`config.mk`:
```
export PLATFORM = sky130hd
export DESIGN_NAME = instruction_fetch
export DESIGN_NICKNAME = d
export VERILOG_FILES = /design/src/rtl/cpu_pkg.sv /design/src/rtl/fetch_buffer.sv /design/src/rtl/instruction_fetch.sv
export SDC_FILE = /design/constraint.sdc
export NUM_CORES = 1
export LEC_CHECK = 0
export BUFFER_PORTS_ARGS = -buffer_cell sky130_fd_sc_hd__buf_2
export CAP_MARGIN = 40
export CORE_AREA = 3 3 166 168
export CTS_CLUSTER_DIAMETER = 150
export DETAILED_ROUTE_END_ITERATION = 16
export DIE_AREA = 0 0 169 171
export PLACE_DENSITY_LB_ADDON = 0.3
export REMOVE_ABC_BUFFERS = 1
export SLEW_MARGIN = 20
export SYNTH_ARGS = -nofsm -noshare
export SYNTH_HDL_FRONTEND = slang
export SYNTH_SLANG_ARGS = --single-unit
```
`constraint.sdc`:
```
create_clock -name clk -period 2.72 [get_ports clk]
set_clock_uncertainty 0.15 [all_clocks]
set_input_delay 0.136 -clock clk [delete_from_list [all_inputs] [get_ports clk]]
set_output_delay 0.136 -clock clk [all_outputs]
set_load 0.02 [all_outputs]
```
`src/rtl/cpu_pkg.sv`:
```
// Shared CPU definitions: instruction field layout, fetch FSM encoding and the
// opcodes the control unit decodes.
package cpu_pkg;

  localparam int INSTR_W    = 32;
  localparam int OPCODE_MSB = 31;
  localparam int OPCODE_LSB = 26;
  localparam int OPCODE_W   = OPCODE_MSB - OPCODE_LSB + 1;

  typedef enum logic [1:0] {
    FETCH = 2'd0,
    WAIT  = 2'd1,
    DRAIN = 2'd2
  } fetch_state_e;

  // Plain constants mirror the enum so legacy code and checkers can compare raw bits.
  localparam logic [1:0] ST_FETCH = 2'd0;
  localparam logic [1:0] ST_WAIT  = 2'd1;
  localparam logic [1:0] ST_DRAIN = 2'd2;

  localparam logic [OPCODE_W-1:0] OP_RTYPE = 6'b000000;
  localparam logic [OPCODE_W-1:0] OP_LW    = 6'b001000;
  localparam logic [OPCODE_W-1:0] OP_J     = 6'b111000;

  function automatic logic [OPCODE_W-1:0] opcode_of(input logic [INSTR_W-1:0] instr);
    return instr[OPCODE_MSB:OPCODE_LSB];
  endfunction

endpackage

```
`src/rtl/fetch_buffer.sv`:
```
// One-entry skid holding a fetched instruction and its address while the
// decode slot is occupied. Flush wins over load, load wins over unload.
module fetch_buffer
  import cpu_pkg::*;
(
  input  logic               clk,
  input  logic               reset,
  input  logic               i_load,
  input  logic               i_unload,
  input  logic               i_flush,
  input  logic [INSTR_W-1:0] i_instr,
  input  logic [31:0]        i_pc,
  output logic               o_valid,
  output logic [INSTR_W-1:0] o_instr,
  output logic [31:0]        o_pc
);

  logic               r_valid;
  logic [INSTR_W-1:0] r_instr;
  logic [31:0]        r_pc;

  always_ff @(posedge clk) begin
    if (reset) begin
      r_valid <= 1'b0;
      r_instr <= '0;
      r_pc    <= '0;
    end else if (i_flush) begin
      r_valid <= 1'b0;
    end else if (i_load) begin
      r_valid <= 1'b1;
      r_instr <= i_instr;
      r_pc    <= i_pc;
    end else if (i_unload) begin
      r_valid <= 1'b0;
    end
  end

  assign o_valid = r_valid;
  assign o_instr = r_instr;
  assign o_pc    = r_pc;

endmodule

```
`src/rtl/instruction_fetch.sv`:
```
// Fetch stage: owns the PC, issues one instruction-memory request at a time and
// presents the fetched word to decode through a registered slot plus a skid entry.
module instruction_fetch
  import cpu_pkg::*;
#(
  parameter logic [31:0] RESET_PC = 32'h0000_0000
) (
  input  logic                clk,
  input  logic                reset,
  output logic                imem_req,
  output logic [31:0]         imem_addr,
  input  logic                imem_ready,
  input  logic [INSTR_W-1:0]  imem_rdata,
  input  logic                id_ready,
  input  logic                redirect,
  input  logic [31:0]         redirect_pc,
  output logic                if_valid,
  output logic [INSTR_W-1:0]  if_instr,
  output logic [OPCODE_W-1:0] if_opcode,
  output logic [31:0]         if_pc,
  output logic [31:0]         if_pc_plus4,
  output logic [1:0]          dbg_state
);

  // Handshakes: imem_req stays high with a stable imem_addr until the single-cycle
  // imem_ready pulse retires it; decode takes the slot on any cycle with
  // if_valid && id_ready, and the slot is never replaced before that.
  logic [1:0]         r_state;
  logic [31:0]        r_pc;
  logic [31:0]        r_addr;
  logic               r_if_valid;
  logic [INSTR_W-1:0] r_if_instr;
  logic [31:0]        r_if_pc;
  logic [31:0]        r_if_pc_plus4;

  logic               w_consume;
  logic               w_resp;
  logic               w_to_slot;
  logic               w_to_skid;
  logic               w_skid_unload;
  logic               w_skid_valid;
  logic [INSTR_W-1:0] w_skid_instr;
  logic [31:0]        w_skid_pc;
  logic [31:0]        w_pc_plus4;

  assign w_consume     = r_if_valid && id_ready;
  assign w_resp        = (r_state == ST_WAIT) && imem_ready && !redirect;
  assign w_to_slot     = w_resp && (!r_if_valid || w_consume);
  assign w_to_skid     = w_resp && !w_to_slot;
  assign w_skid_unload = w_consume && w_skid_valid && !redirect;
  assign w_pc_plus4    = r_pc + 32'd4;

  fetch_buffer u_skid (
    .clk      (clk),
    .reset    (reset),
    .i_load   (w_to_skid),
    .i_unload (w_skid_unload),
    .i_flush  (redirect),
    .i_instr  (imem_rdata),
    .i_pc     (r_pc),
    .o_valid  (w_skid_valid),
    .o_instr  (w_skid_instr),
    .o_pc     (w_skid_pc)
  );

  always_ff @(posedge clk) begin
    if (reset) begin
      r_state <= ST_FETCH;
      r_pc    <= RESET_PC;
      r_addr  <= '0;
    end else if (redirect) begin
      // An outstanding request must still be retired; its data is thrown away.
      r_pc <= redirect_pc;
      if (r_state != ST_FETCH) r_state <= imem_ready ? ST_FETCH : ST_DRAIN;
    end else begin
      case (r_state)
        ST_FETCH: if (!w_skid_valid) begin
          r_state <= ST_WAIT;
          r_addr  <= r_pc;
        end
        ST_WAIT: if (imem_ready) begin
          r_state <= ST_FETCH;
          r_pc    <= w_pc_plus4;
        end
        ST_DRAIN: if (imem_ready) r_state <= ST_FETCH;
        default: r_state <= ST_FETCH;
      endcase
    end
  end

  always_ff @(posedge clk) begin
    if (reset) begin
      r_if_valid    <= 1'b0;
      r_if_instr    <= '0;
      r_if_pc       <= '0;
      r_if_pc_plus4 <= '0;
    end else if (redirect) begin
      r_if_valid <= 1'b0;
    end else if (w_to_slot) begin
      r_if_valid    <= 1'b1;
      r_if_instr    <= imem_rdata;
      r_if_pc       <= r_pc;
      r_if_pc_plus4 <= w_pc_plus4;
    end else if (w_skid_unload) begin
      r_if_valid    <= 1'b1;
      r_if_instr    <= w_skid_instr;
      r_if_pc       <= w_skid_pc;
      r_if_pc_plus4 <= w_skid_pc + 32'd4;
    end else if (w_consume) begin
      r_if_valid <= 1'b0;
    end
  end

  assign imem_req    = (r_state == ST_WAIT) || (r_state == ST_DRAIN);
  assign imem_addr   = r_addr;
  assign if_valid    = r_if_valid;
  assign if_instr    = r_if_instr;
  assign if_opcode   = opcode_of(r_if_instr);
  assign if_pc       = r_if_pc;
  assign if_pc_plus4 = r_if_pc_plus4;
  assign dbg_state   = r_state;

endmodule

```
Yosys cells after proc, flatten, opt, wreduce, memory -nomap -nowiden
Cells that the tools add are included.
- flip-flop bits (word level): 228
- bits of input ports: 69
- output and inout port bits: 138
- muxes and demuxes: 20
- reduce and logical (&&, ||, !) cells: 26
- bitwise gates (word level): 2
- equal/unequal tests: 5
- add/subtract/negate cells: 2
- operators with widths (kind ; number):
    $mux 32 ; 9
    $add 32x3->32 const B ; 2
    $mux 2 ; 5
    $reduce_bool 2->1 ; 5
    $logic_and 1x1->1 ; 7
    $reduce_and 2->1 ; 3
    $reduce_and 3->1 ; 2
    $mux 1 ; 5
    $pmux 2 s2 ; 1
    $reduce_or 2->1 ; 2
    $logic_not 1->1 ; 3
    $ne 3x1->1 const B ; 1
    $ne 3x3->1 const B ; 1
    $reduce_bool 3->1 ; 1
    $eq 2x1->1 const B ; 1
    $eq 2x2->1 const B ; 1
    $logic_not 2->1 ; 1
    $logic_or 1x1->1 ; 2
    $ne 2x1->1 const B ; 1
    $not 1->1 ; 2

Depth between registers and ports, before layout
Gate-level depths: netlist (run 1).
- word-level depth: 7
- depth in mapped cells: 10

Modules after synthesis
Synthesis (run 1) repeated with hierarchy kept, for this count alone.
- cell total of the unflattened synthesis: 1386
- area, all modules: 11551.1 um^2
- by module, submodules not included (module ; times used ; area an instance (um^2) ; cells each):
    instruction_fetch ; 1 ; 8282.9 ; 1090
    fetch_buffer ; 1 ; 3268.1 ; 296

Least setup slack after synthesis (run 1)
OpenSTA, ideal clock, no wires.
- path kind: register -> register
- from: register r_state[1] (netlist: dbg_state[1])
- to: register r_if_pc_plus4[6] (netlist: if_pc_plus4[6])
- arrival: 1.949 ns
- path slack: 0.494 ns
- library setup time: 0.128 ns
- cell stages (with the launch flop): 11
- buffers on the path: 3
- cells stage by stage: dfxtp_1 > inv_1 > ha_1 > and3b_1 > clkbuf_1 > nand2_1 > buf_2 > clkbuf_1 > o211ai_1 > o21ai_0 > nor2_1
- cells in the longest elaborated chain, start to end: 6
- ends and longest elaborated chain (what ; line ; source):
    start, declared ; instruction_fetch.sv:28 ; logic [1:0] r_state;
    start signal, assigned ; instruction_fetch.sv:74 ; if (r_state != ST_FETCH) r_state <= imem_ready ? ST_FETCH : ST_DRAIN;
    $eq 2x1->1 (*) ; instruction_fetch.sv:47 ; assign w_resp = (r_state == ST_WAIT) && imem_ready && !redirect;
    $logic_and 1x1->1 (*) (2 in series) ; instruction_fetch.sv:47 ;
    $logic_and 1x1->1 (*) ; instruction_fetch.sv:48 ; assign w_to_slot = w_resp && (!r_if_valid || w_consume);
    $reduce_bool 2->1 (no line) ; n/a ;
    $reduce_and 2->1 (no line) ; n/a ;
    end signal, assigned ; instruction_fetch.sv:103 ; r_if_pc_plus4 <= w_pc_plus4;
    end signal, assigned ; instruction_fetch.sv:108 ; r_if_pc_plus4 <= w_skid_pc + 32'd4;
    end, declared ; instruction_fetch.sv:34 ; logic [31:0] r_if_pc_plus4;
Every way passes the cells marked *; elsewhere a longest branch is shown, timed or not.
A chain may end at the register's enable or synchronous reset.

Worst setup path in the final report (run 1)
- from: register r_pc[19]
- to: register r_pc[31]
- cells in the longest elaborated chain, start to end: 4
- ends and longest elaborated chain (what ; line ; source):
    start, declared ; instruction_fetch.sv:29 ; logic [31:0] r_pc;
    start signal, assigned ; instruction_fetch.sv:73 ; r_pc <= redirect_pc;
    start signal, assigned ; instruction_fetch.sv:83 ; r_pc <= w_pc_plus4;
    $add 32x3->32 ; instruction_fetch.sv:51 ; assign w_pc_plus4 = r_pc + 32'd4;
    $mux 32 ; instruction_fetch.sv:81 ; ST_WAIT: if (imem_ready) begin
    $mux 32 ; instruction_fetch.sv:76 ; case (r_state)
    $mux 32 ; instruction_fetch.sv:71 ; end else if (redirect) begin
Every way passes these cells. The select of a mux whose other input is x is not followed.

==> metrics.md, run 1 <==
| Metric | Value |
|---|---|
| Cts bufs inserted | 26 |
| Max Freq | 414.8 MHz |
| Syn Area/Cell | 7.790 um2 |
| Most used cell, CP | nand3_1 |
| Yosys reg bits | 226 |
| DR vias | 10503 |
| DR top layer | met5 |
| Distinct cells, synth | 60 |
| VDD IR-drop max | 0.5740 mV |
| Max-cap violation count | 0 |
| Crit start category | register |
| Clock Latency Late Sink | 0.53 ns |
| I/O pin count | 207 |
| Pre-antenna DRT Iters | 5 |
| Hold_ws | 0.06730 ns |
| Crit-path slowest cell | dfxtp_1 |
| DP Area | 12080 um2 |
| Max incr delay on CP | 0.53 ns |
| Drt total wl | between 30 and 40 mm |
| Placed cells | about 1800 |
| PwrDens | approximately 590 nW/um2 |
| Maximum clock insertion buffer count | 3 |
| Die area | 28900 um2 |
| Post-route cell area | 13650 um2 |
| Vias per Instance | 5.400 |
| Main area contributors after synthesis | dfxtp_1, nand2_1, a311oi_1 |
| Synth top area share | 42.30% |
| Most frequent cell after synthesis | nand2_1 |
| RSZ-0062 raised after global routing | false |
| Sink Count | 226 |
| Setup slack after layout | 0.3091 ns |
| N_diodes | 0 |
| CTS root buffer | clkbuf_16 |
| Critical Path RT | ~3 ns |
| Synth area leader | dfxtp_1 |
| Min Clock Period, post-route | 2.411 ns |
| Met1 WL | 14.74 mm |
| Post-synth EDFFs | 0 |
| Gpl congestion | around 0.89 |
| Hold WC Path Type | input port to register |
| Core box area | 26060 um2 |
| Gate count of the mapped netlist | 1373 |
| Max Slew Vio Count | 0 |
| CP max FO | 9 |
| DRC | 0 |
| # nets final | around 1700 |
| Postcts setup bufs | 0 |
| Worst path cell trace | nand3_1, nor4_2, buf_4, nand3_1, or3_1, a311oi_1 |
| Fin crit share | 88.64% |
| Final hold violations | 0 |
| Status | complete, no violations |
| Critical path arrival | 2.69 ns |
| Final ANT Viol Nets | 0 |
| CP Class | register to register |
| Sequential Area | 4524 um2 |
| # rows | 59 |
| Worst rel slew slack | 25.28% |
| Syn. warnings | 0 |
| Finished Layout Cells | around 1900 |
| Area growth, synth to finish | 27.63% |
| Mapped Area | 10700 um2 |
| Clock transition at the registers of the reported paths | 0.06 ns |
| GR Util All Layers | 22.80% |
| Post-detail-place hpwl | 22.44 mm |
| Top post-synthesis cells by count | nand2_1, dfxtp_1, nor2_1 |
| Drt wl/cell | 17.50 um |
| CTS H-tree depth | 1 |
| Vias in the first global route | roughly 10000 |
| Ys async rst share | 0% |
| Die Y-Extent | between 150 and 200 um |
| Filler cells | about 2500 |
| CTS tree | built |
| Die Wd | 169 um |
| Initial Utilization | 41.04% |
| Met3 routed WL | approximately 2.8 mm |
| Most used DFF post-synth | dfxtp_1 |
| Leakage | 5.219 nW |
| Fraction of layout cells with a size suffix above 1 | 21.24% |
| Global-route wire length before repair | 54.30 mm |
| Tightest Pin Transition | 1.121 ns |
| Wire length on met2 | 15.46 mm |
| Initial antenna violation count | 1 |
| Global route overflow | 0 |
| Post-synthesis sequential area ratio | a little over two fifths |
| CTS resizes | 0 |
| Critical path capture point type | register |
| Final setup vio count | 0 |
| Setup Slack @ Placement | 0.3607 ns |
| Largest net degree at the start of global routing | 214 |
| IO buf count | 206 |
| Multi-input combinational cell area | 5474 um2 |
| DRT iter0 DRCs | 877 |
-- power by group --
| part | internal [mW] | switching, mW |
|---|---|---|
| Clock | 2.32 | 1.39 |
| Sequential | 3.43 | 0.105 |
| Combinational | 0.343 | 0.523 |
-- metrics by stage --
| stage | setup TNS (ns) | util [%] | total power [mW] |
|---|---|---|---|
| CTS | 0 | 52.38 | 8.191 |
| detailed placement | 0 | 46.35 | 4.392 |
| floorplan | -186.32 | - | 4.002 |
| global placement | 0 | 46.35 | 4.383 |
| global route | 0 | 52.38 | 8.409 |
| finish | 0 | 52.38 | 8.113 |
-- area by class of cell --
| class | instances | share of cell area (%) |
|---|---|---|
| clock inverter | 10 | 1.311 |
| timing repair buffer | 333 | 16.64 |
| clock buffer | 37 | 5.298 |
| multi-input combinational | 988 | 40.10 |
| tap | 335 | 3.071 |
| inverter | 16 | 0.4400 |
| sequential | 226 | 33.14 |
-- layout by cell type (no fill, tap or decap), drive strengths merged, types with 5 or more instances in the layout --
master       count
a211oi          28
a21oi          116
a311oi          72
and2             7
and3            10
and4             8
buf            266
bufinv           5
clkbuf          37
clkinv           5
dfxtp          226
dlygate4sd3     67
inv             16
mux2             5
mux2i            8
nand2          380
nand3           31
nand4           19
nor2           120
nor3            24
nor4            20
o211ai           8
o21ai           15
or4              5
xnor2           47
xor2            19
-- metal layers --
layer  vias up  GRT usage, %
met3        70         5.384
met4         2         6.740
met1      4911         29.41
met2       379         38.24
li1       5141             -
met5         -             0
-- flip-flops by register name, summed over array words and instances (netlist names) --
register / flops
imem_addr: 32
u_skid.o_instr: 32
if_instr: 32
u_skid.o_pc: 32
if_valid: 1
dbg_state: 2
u_skid.o_valid: 1
r_pc: 32
if_pc_plus4: 30
if_pc: 32
-- path summary, 6_finish.rpt --
kind	depth (start not counted)	slack [ns]	endpoint	from
worst min-delay path	3	0.07	r_pc[1]$_SDFFE_PP0P_	reset
worst max-delay path	6	0.31	r_pc[31]$_SDFFE_PP0P_	r_pc[19]$_SDFFE_PP0P_
worst max register to register	6	0.31	r_pc[31]$_SDFFE_PP0P_	r_pc[19]$_SDFFE_PP0P_
worst min register to register	2	0.30	imem_addr[19]$_SDFFE_PP0P_	imem_addr[19]$_SDFFE_PP0P_
-- logic make-up (layout without fill, tap and decap cells) --
| family | count (synthesis) | after routing | share of synthesized area (%) |
|---|---|---|---|
| muxes | 13 | 13 | 1.275 |
| and+or+nand+nor | 640 | 640 | 27.06 |
| xor gates and xnor gates | 66 | 66 | 5.405 |
| adders and majority gates | 4 | 4 | 0.4680 |
| buffers and inverters | 159 | 396 | 6.692 |
| DFF | 226 | 226 | 42.30 |
| AOI/OAI and AO/OA | 265 | 265 | 16.80 |
-- what timing repair did --
action | CTS | global route
endpoints found under the setup margin | 0 | 0
hold buffers | 67 | 0
endpoints found under the hold margin | 99 | 0
-- worst max-delay path, delay by kind of cell, from the launching register on --
kind / cells / cell delay [ns]
compound gates: 1 / 0.24
buf+inv: 1 / 0.23
flops: 1 / 0.53
simple gates: 4 / 1.16
Power figures use the tool's default switching activity.
==> run 2, diff against run 1 <==
Settings changed: GPL_TIMING_DRIVEN set to 0.
==> run 2 against run 1 <==
- total power down 0.80%
- die area unchanged
- first-iteration DRC count is 16% lower
- cell count decreased by 1.2%
- clock power fell by 2%
- critical path depth up 2
- via count is 0.67% lower
- global-route usage down 0.48 points
- sequential cell count unchanged
- combinational power decreased by 2.4%
- hold slack improved by 0.052 ns
- register-to-register slack got worse by 0.16 ns
- critical endpoint is now if_instr[27]$_SDFFE_PP0P_
- largest cell class unchanged
- largest power group unchanged
- highest routed layer is now met4
==> metrics.md, run 2 (synthesis results as in run 1) <==
| Metric | Value |
|---|---|
| Status | complete, no violations |
| Switching share of power | 25.12% |
| Most used cell, CP | buf_16 |
| Pre-antenna DRT Iters | 6 |
| Hold_ws | between 0.1 and 0.15 ns |
| Die Y-Extent | between 150 and 200 um |
| Area growth, synth to finish | 27.97% |
| Post-route cell area | 13690 um2 |
| CP Class | input port to register |
| Die Wd | 169 um |
| Drt total wl | 33.99 mm |
| TNS Setup | 0 ns |
| Hold depth | 4 |
| Final setup vio count | 0 |
| Worst rel slew slack | 48.13% |
| DRT iter0 DRCs | ~740 |
| Global route overflow | 0 |
| Maximum clock insertion buffer count | 3 |
| # nets final | 1643 |
| Leakage | 5.160 nW |
| Setup slack after layout | 0.1414 ns |
| Cts bufs inserted | 26 |
| GR Util All Layers | 22.32% |
| Vias per Instance | 5.428 |
| Tightest Pin Transition | 0.7762 ns |
| R2r setup slk | ~0.15 ns |
| Clock Power Share | 45.3% |
| Final hold violations | 0 |
| Worst path cell trace | dlygate4sd3_1, buf_2, inv_4, buf_16, and4_4, buf_16, nand2_1, a311oi_1 |
| Largest net degree at the start of global routing | 109 |
| Global-route wire length before repair | 53.15 mm |
| DR vias | 10433 |
| Most frequent cells in the layout | nand2_1, dfxtp_1, buf_2, nor2_1, a21oi_1 |
| Post-detail-place hpwl | 21.55 mm |
| CTS H-tree depth | 1 |
| Fin crit share | 94.80% |
| CTS tree | built |
| I/O pin count | 207 |
| PwrDens | 588.0 nW/um2 |
| Clock transition at the registers of the reported paths | around 0.060 ns |
| Hold WC Path Type | input port to register |
| Critical Path RT | 2.99 ns |
| Power Internal | roughly 6.0 mW |
| Min Clock Period, post-route | approximately 2.6 ns |
| CTS root buffer | clkbuf_16 |
| Max Slew Vio Count | 0 |
| Critical path arrival | 2.85 ns |
| CP max FO | 50 |
| IO buf count | 206 |
| DP Area | ~12000 um2 |
| Sink Count | ~230 |
| Crit-path slowest cell | dlygate4sd3_1 |
| Clock Latency Late Sink | 0.54 ns |
| Max incr delay on CP | roughly 0.53 ns |
| Drt wl/cell | 17.69 um |
| VDD IR-drop max | approximately 0.45 mV |
| Filler cells | about 2500 |
| Max Freq | 387.8 MHz |
| Reg2reg path depth | 5 |
| Gate power share | 10.5% |
| Fin util | 52.52% |
| Fraction of layout cells with a size suffix above 1 | 20.18% |
| Sequential power share | 44.2% |
| Die area | 28900 um2 |
| Sw Pwr | 2.021 mW |
| Final ANT Viol Nets | 0 |
| DRC | 0 |
| Initial Utilization | 41.04% |
| Core box area | 26060 um2 |
| Vias in the first global route | 9925 |
| Setup Slack @ Placement | -0.6180 ns |
| Commonest non-fill, non-tap cell in the layout | nand2_1 |
| Initial antenna violation count | 0 |
| Max-cap violation count | 0 |
| Crit start category | input port |
| Gpl congestion | 0.8336 |
| RSZ-0062 raised after global routing | false |
| Critical path capture point type | register |
| # rows | 59 |
==> run 2: cell types whose count changed in the layout (fill, tap and decap cells not counted), moves of 5 or more <==
cell	previous run	this run
buf_4	51	3
dlygate4sd3_1	67	81
buf_16	0	7
clkbuf_8	1	8
buf_12	9	3
buf_6	1	6
buf_8	0	5
clkbuf_1	9	4
==> run 2: cell type report <==
cell class	count	area (um2)	share of cell area, %
inverters	16	62.56	0.4571
well taps	335	419.2	3.062
flip-flops and latches	226	4526	33.07
clock inverters	6	118.9	0.8685
diodes	1	2.502	0.01828
multi-input cells	989	5520	40.33
repair buffers	311	2262	16.53
clock buffers	38	775.7	5.668
==> run 2: layer usage <==
layer	global-route usage, %	up-vias	share of wire, %
met5	0	-	0
met4	6.810	0	2.5
met3	5.384	52	8.2
met2	37.51	387	46
met1	28.57	4895	43
li1	-	5099	-
==> run 2: worst max-delay path, delay by kind of cell <==
family                 cells  cell delay, ns
buffers and inverters      5            1.69
AOI/OAI and AO/OA          1            0.35
and+or+nand+nor            2            0.63
==> run 2: repair_timing <==
action,in CTS,in global routing
cloned,0,1
endpoints found under the setup margin,89,84
pin swaps,1,2
buffers inserted,2,1
gates resized for setup,3,8
hold buffers,81,0
endpoints found under the hold margin,119,0
==> run 2: power by group through the flow <==
stage	Sequential [mW]	Clock [mW]	Combinational, mW
final	3.56	3.64	0.844
after global routing	3.58	3.85	0.923
after CTS	3.56	3.72	0.831
after detailed placement	3.63	0	0.733
after global placement	3.63	0	0.711
after floorplan	3.71	0	0.289
==> run 2: path summary, 6_finish.rpt <==
kind | startpoint | endpoint
worst max-delay path | redirect | if_instr[27]$_SDFFE_PP0P_
worst max register to register | r_pc[6]$_SDFFE_PP0P_ | if_pc_plus4[19]$_SDFFE_PP0P_
worst min register to register | imem_addr[14]$_SDFFE_PP0P_ | imem_addr[14]$_SDFFE_PP0P_
worst min-delay path | id_ready | if_pc[9]$_SDFFE_PP0P_
==> run 2: through the flow <==
| stage | instances | power, mW |
|---|---|---|
| 6_report | 1922 | 8.047 |
| 5_1_grt | 1921 | 8.351 |
| 4_1_cts | 1917 | 8.108 |
| 3_5_place_dp | 1790 | 4.360 |
| 3_3_place_gp | 1771 | 4.337 |
| 2_1_floorplan | 1230 | 4.002 |
